===== config.mk =====
export PLATFORM = sky130hd
export DESIGN_NAME = mc_ctrl
export DESIGN_NICKNAME = d
export VERILOG_FILES = /design/src/rtl/mc_ctrl.sv
export SDC_FILE = /design/constraint.sdc
export NUM_CORES = 1
export LEC_CHECK = 0
export BUFFER_PORTS_ARGS = -buffer_cell sky130_fd_sc_hd__buf_2
export CORE_ASPECT_RATIO = 1.5
export CORE_UTILIZATION = 54
export DETAILED_ROUTE_END_ITERATION = 6
export GPL_TIMING_DRIVEN = 0
export PLACE_DENSITY = 0.86
export SETUP_SLACK_MARGIN = 0.2
export SLEW_MARGIN = 10
export SYNTH_ARGS = -nofsm -noshare
export SYNTH_HDL_FRONTEND = slang
export SYNTH_SLANG_ARGS = --single-unit

===== constraint.sdc =====
create_clock -name clk -period 3.1 [get_ports clk]
set_input_delay 0.31 -clock clk [delete_from_list [all_inputs] [get_ports clk]]
set_output_delay 0.31 -clock clk [all_outputs]
set_load 0.1 [all_outputs]

===== src/rtl/mc_ctrl.sv =====
// mc_ctrl: multicycle Moore control unit for the MIPS-subset core.
// It sequences one instruction over several clocks through a shared ALU and a
// single instruction/data memory port. Supported instructions are R-type, lw,
// sw, addi and beq. The unit stalls on mem_ready, traps on unknown opcodes and
// counts retired instructions.
module mc_ctrl #(
  parameter int CNT_W = 16
) (
  input  logic             clk,
  input  logic             rst_n,
  input  logic [5:0]       opcode,
  input  logic             zero,
  input  logic             mem_ready,
  output logic             pcwrite,
  output logic             irwrite,
  output logic             iord,
  output logic             regdst,
  output logic             regwrite,
  output logic             memtoreg,
  output logic             alusrca,
  output logic [1:0]       alusrcb,
  output logic [2:0]       aluop,
  output logic             pcsrc,
  output logic             er,
  output logic             ew,
  output logic             illegal,
  output logic             retired,
  output logic [CNT_W-1:0] retire_cnt,
  output logic [3:0]       state
);

  typedef enum logic [3:0] {
    S_FETCH  = 4'd0,
    S_DECODE = 4'd1,
    S_MEMADR = 4'd2,
    S_MEMRD  = 4'd3,
    S_MEMWB  = 4'd4,
    S_MEMWR  = 4'd5,
    S_EXEC   = 4'd6,
    S_ALUWB  = 4'd7,
    S_BRANCH = 4'd8,
    S_ADDIEX = 4'd9,
    S_ADDIWB = 4'd10,
    S_TRAP   = 4'd11
  } state_t;

  localparam logic [5:0] OP_RTYPE = 6'b000000;
  localparam logic [5:0] OP_LW    = 6'b100011;
  localparam logic [5:0] OP_SW    = 6'b101011;
  localparam logic [5:0] OP_ADDI  = 6'b001000;
  localparam logic [5:0] OP_BEQ   = 6'b000100;

  state_t           state_reg;
  state_t           state_next;
  logic [5:0]       opc_reg;
  logic             run_reg;
  logic [CNT_W-1:0] cnt_reg;

  // run_reg is low during reset and for the partial cycle after release, so
  // the first real FETCH cycle starts on the first rising edge after rst_n
  // deasserts and every output stays forced low while rst_n is low.
  always_ff @(posedge clk or negedge rst_n) begin
    if (!rst_n) begin
      run_reg <= 1'b0;
    end else begin
      run_reg <= 1'b1;
    end
  end

  // State register; held in FETCH until the unit is running.
  always_ff @(posedge clk or negedge rst_n) begin
    if (!rst_n) begin
      state_reg <= S_FETCH;
    end else if (run_reg) begin
      state_reg <= state_next;
    end
  end

  // Capture the opcode in DECODE so MEMADR can still tell lw from sw after the
  // instruction bits have moved on.
  always_ff @(posedge clk or negedge rst_n) begin
    if (!rst_n) begin
      opc_reg <= 6'd0;
    end else if (run_reg && (state_reg == S_DECODE)) begin
      opc_reg <= opcode;
    end
  end

  // Retired-instruction counter; wraps silently.
  always_ff @(posedge clk or negedge rst_n) begin
    if (!rst_n) begin
      cnt_reg <= '0;
    end else if (retired) begin
      cnt_reg <= cnt_reg + {{(CNT_W-1){1'b0}}, 1'b1};
    end
  end

  // Next-state and Moore outputs (plus the mem_ready/zero qualified enables).
  always_comb begin
    state_next = state_reg;
    pcwrite    = 1'b0;
    irwrite    = 1'b0;
    iord       = 1'b0;
    regdst     = 1'b0;
    regwrite   = 1'b0;
    memtoreg   = 1'b0;
    alusrca    = 1'b0;
    alusrcb    = 2'b00;
    aluop      = 3'b000;
    pcsrc      = 1'b0;
    er         = 1'b0;
    ew         = 1'b0;
    illegal    = 1'b0;
    retired    = 1'b0;
    if (run_reg) begin
      case (state_reg)
        S_FETCH: begin
          er      = 1'b1;
          alusrcb = 2'b01;
          irwrite = mem_ready;
          pcwrite = mem_ready;
          if (mem_ready) state_next = S_DECODE;
        end
        S_DECODE: begin
          // PC + (imm << 2) is formed here so BRANCH can use it from ALUOut.
          alusrcb = 2'b11;
          case (opcode)
            OP_RTYPE:     state_next = S_EXEC;
            OP_LW, OP_SW: state_next = S_MEMADR;
            OP_ADDI:      state_next = S_ADDIEX;
            OP_BEQ:       state_next = S_BRANCH;
            default:      state_next = S_TRAP;
          endcase
        end
        S_MEMADR: begin
          alusrca    = 1'b1;
          alusrcb    = 2'b10;
          state_next = (opc_reg == OP_SW) ? S_MEMWR : S_MEMRD;
        end
        S_MEMRD: begin
          er   = 1'b1;
          iord = 1'b1;
          if (mem_ready) state_next = S_MEMWB;
        end
        S_MEMWB: begin
          regwrite   = 1'b1;
          memtoreg   = 1'b1;
          retired    = 1'b1;
          state_next = S_FETCH;
        end
        S_MEMWR: begin
          ew   = 1'b1;
          iord = 1'b1;
          if (mem_ready) begin
            retired    = 1'b1;
            state_next = S_FETCH;
          end
        end
        S_EXEC: begin
          alusrca    = 1'b1;
          aluop      = 3'b010;
          state_next = S_ALUWB;
        end
        S_ALUWB: begin
          regwrite   = 1'b1;
          regdst     = 1'b1;
          retired    = 1'b1;
          state_next = S_FETCH;
        end
        S_ADDIEX: begin
          alusrca    = 1'b1;
          alusrcb    = 2'b10;
          state_next = S_ADDIWB;
        end
        S_ADDIWB: begin
          regwrite   = 1'b1;
          retired    = 1'b1;
          state_next = S_FETCH;
        end
        S_BRANCH: begin
          alusrca    = 1'b1;
          aluop      = 3'b001;
          pcsrc      = 1'b1;
          pcwrite    = zero;
          retired    = 1'b1;
          state_next = S_FETCH;
        end
        S_TRAP: begin
          illegal    = 1'b1;
          state_next = S_TRAP;
        end
        default: begin
          state_next = S_FETCH;
        end
      endcase
    end
  end

  assign retire_cnt = cnt_reg;
  assign state      = state_reg;

endmodule


==> results.py <==
metrics = {
    "outcome": {
        "status": "complete, no violations",
    },
    "routing": {
        "drc_errors": 0,
        "vias": 1478,
        "wl_per_cell_um": 14.9,
        "post_drt_via_cell_ratio": 5.82,
        "met2WireLength_mm": 2.11,
        "drt_wl_total_mm": 3.77,
        "drtIter0Drc": 58,
        "drt-met1-wl_mm": 1.41,
        "ant_nets": 0,
        "firstDrtPassIters": 4,
        "met3_length_um": 178,
        "highest-signal-layer": "met4",
    },
    "finish": {
        "drive_gt1_share_pct": 31.3,
        "fin_cells": 254,
        "nFillCells": 223,
        "antennaDiodeCount": 0,
        "area_growth_pct": 23.7,
        "design_area_sq_mm": 0.00190,
        "largest_register_ffs": 16,
        "nets": 229,
    },
    "logic_synthesis": {
        "synth-seq-cells": 27,
        "avgSynthCellArea_sq_um": 9.15,
        "yosys.area.top_type": "dfrtp_1",
        "yosysSeqAreaShare_pct": 44.0,
        "synth_area_sq_mm": 0.00154,
        "synth_most_common_cell": "dfrtp_1",
        "synth_cell_types": 39,
        "syn_nets": 179,
        "synth.top_cell.area_share_pct": 44.0,
        "async_reset_ff_share_pct": 100,
        "syn-instance-count": 168,
        "yosys_warnings": 0,
        "synth-main-ff-cell": "dfrtp_1",
        "synthTopCellsByArea": "dfrtp_1, xnor2_1, mux2_2",
        "synthTopCellsByCount": "dfrtp_1, nor2_1, xnor2_1",
        "synth-edff-count": 0,
    },
    "sta": {
        "whs_ns": 0.0404,
        "maxSlewHeadroom_pct": 48.2,
        "fin_crit_ns": 2.67,
        "clock_skew_ns": 0.00124,
        "tns_ns": 0,
        "layout_setup_ws_ns": 0.430,
        "slew_viol_final": 0,
        "setup_viol": 0,
        "final.period_utilization_pct": 86.1,
        "timing.fmax_mhz": 375,
        "rsz0062_at_grt": "no",
        "worst_slew_pin_slew_ns": 0.770,
        "hold_viol": 0,
    },
    "floorplan": {
        "die-area_sq_mm": 0.00307,
        "core_area_sq_mm": 0.00268,
        "initial_core_util_pct": 57.4,
        "dieWidth_um": 45.6,
        "die_h_um": 67.3,
        "ios": 47,
        "rows": 23,
    },
    "worst_setup_path": {
        "cp-start-kind": "flip-flop",
        "crit_fanout": 10,
        "arrival_ns": 2.36,
        "crit_path_end_kind": "primary output",
        "crit_required_ns": 2.79,
        "path_class": "flip-flop to primary output",
    },
    "pwr": {
        "comb_power_share_pct": 66.1,
        "power_density_mw_per_mm2": 1100,
        "sw_frac_of_total_pct": 60.4,
        "p_int_uw": 825,
        "leakagePower_uw": 0.000908,
        "vdd.ir_drop.worst_mv": 0.615,
        "seq_power_share_pct": 24.6,
        "pwr-share-clk_pct": 9.4,
        "switchingPower_uw": 1260,
    },
    "placed_design": {
        "placed_cells": 250,
        "dp_hpwl_mm": 2.89,
        "gp_congestion": 0.928,
        "preCtsSetupSlack_ns": 0.751,
        "place_area_sq_mm": 0.00186,
        "port_buffers": 45,
    },
    "global_route": {
        "grt_antenna_before_repair": 0,
        "grt_pass1_wl_mm": 6.15,
        "grt_remaining_overflow": 0,
        "grt_max_degree": 28,
        "grt_pass1_vias": 1395,
        "grt_usage_pct": 27.5,
    },
    "clocking": {
        "clk_latency_ns": 0.27,
        "clock-sinks": 27,
        "clockBufferDepth": 2,
        "cts.htree.levels": 1,
        "cts_made_buffers": 3,
        "cts_tree": "done",
        "cts_setup_buffers": 0,
        "path_clk_slew_ns": 0.09,
        "cts_resized": 0,
        "holdBufCountCts": 0,
        "cts-root-buf": "clkbuf_8",
    },
    "run": {
        "max-cap-violations": 0,
    },
    "hold_path": {
        "min_path_type": "input port to async pin",
    },
}
final timing paths:
check	start	endpoint	slack (ns)	depth (start not counted)
worst min register to register	retire_cnt[15]	retire_cnt[15]	0.48	1
max in group asynchronous	rst_n	retire_cnt[2]	2.67	1
min in group clk	opcode[4]	opc_reg[4]	0.31	2
worst max-delay path	state[1]	regwrite	0.43	7
worst min-delay path	rst_n	retire_cnt[15]	0.04	1
worst max register to register	state[2]	retire_cnt[5]	0.89	7
through the flow:
| stage | util, % | power [uW] |
|---|---|---|
| after global routing | 71.0 | 2190 |
| after global placement | 69.3 | 1850 |
| after detailed placement | 69.3 | 1890 |
| after CTS | 71.0 | 2080 |
| after floorplan | - | 1650 |
| final | 71.0 | 2080 |
worst max-delay path: stages, from the launching register on:
cell and delay, ns:
dfrtp_1 0.35, clkbuf_1 0.36, clkbuf_1 0.41, nand2_1 0.16, a21oi_1 0.17, a31oi_1 0.09, nor2b_4 0.14, buf_2 0.42
kinds of logic after synthesis:
group                      count (synthesis)  share of synthesized area, %
buffers and inverters                     15                          3.99
adders and majority gates                  1                         0.814
and+or+nand+nor                           77                          26.5
AOI/OAI and AO/OA                         22                          9.36
xor gates and xnor gates                  17                          9.69
muxes                                      7                          5.13
DFF                                       27                          44.0
other                                      2                         0.489
layer usage:
metal	up-vias	track usage (%)
met4	0	13.6
met1	726	31.0
li1	677	-
met3	8	1.60
met5	-	0
met2	67	50.4
power groups by stage:
| stage | Sequential (uW) | Combinational (uW) | Clock, uW |
|---|---|---|---|
| 2_1_floorplan | 874 | 779 | 0 |
| 3_3_place_gp | 505 | 1340 | 0 |
| 3_5_place_dp | 516 | 1370 | 0 |
| 4_1_cts | 509 | 1370 | 197 |
| 5_1_grt | 525 | 1450 | 218 |
| 6_report | 512 | 1380 | 195 |
final cells by class:
class	count	area (sq um)	share of cell area, %
multi-input combinational	126	847	44.6
sequential	27	676	35.5
timing repair buffer	45	225	11.8
buffer	11	46.3	2.44
tap	37	46.3	2.44
clock buffer	4	45.0	2.37
inverter	4	15.0	0.790
cell usage in the layout, fill, tap and decap left out, types with 2 or more instances in the layout:
master / Yosys / layout
or4_1: 2 / 2
and3_1: 4 / 3
nand3_1: 10 / 10
nand4_1: 5 / 5
o21a_1: 2 / 2
o31ai_1: 2 / 2
nor2b_1: 7 / 6
clkbuf_1: 9 / 10
a31oi_1: 2 / 2
nor3_1: 3 / 2
clkbuf_8: 0 / 3
nor2_2: 0 / 2
nand2_1: 12 / 12
o21ai_0: 4 / 4
mux2_2: 7 / 7
nor2_1: 20 / 17
buf_2: 1 / 46
xnor2_1: 16 / 16
a21oi_1: 4 / 3
nand2b_1: 4 / 4
and2_1: 2 / 2
inv_1: 4 / 4
dfrtp_1: 27 / 27
conb_1: 2 / 2
(Power assumes the default switching activity.)
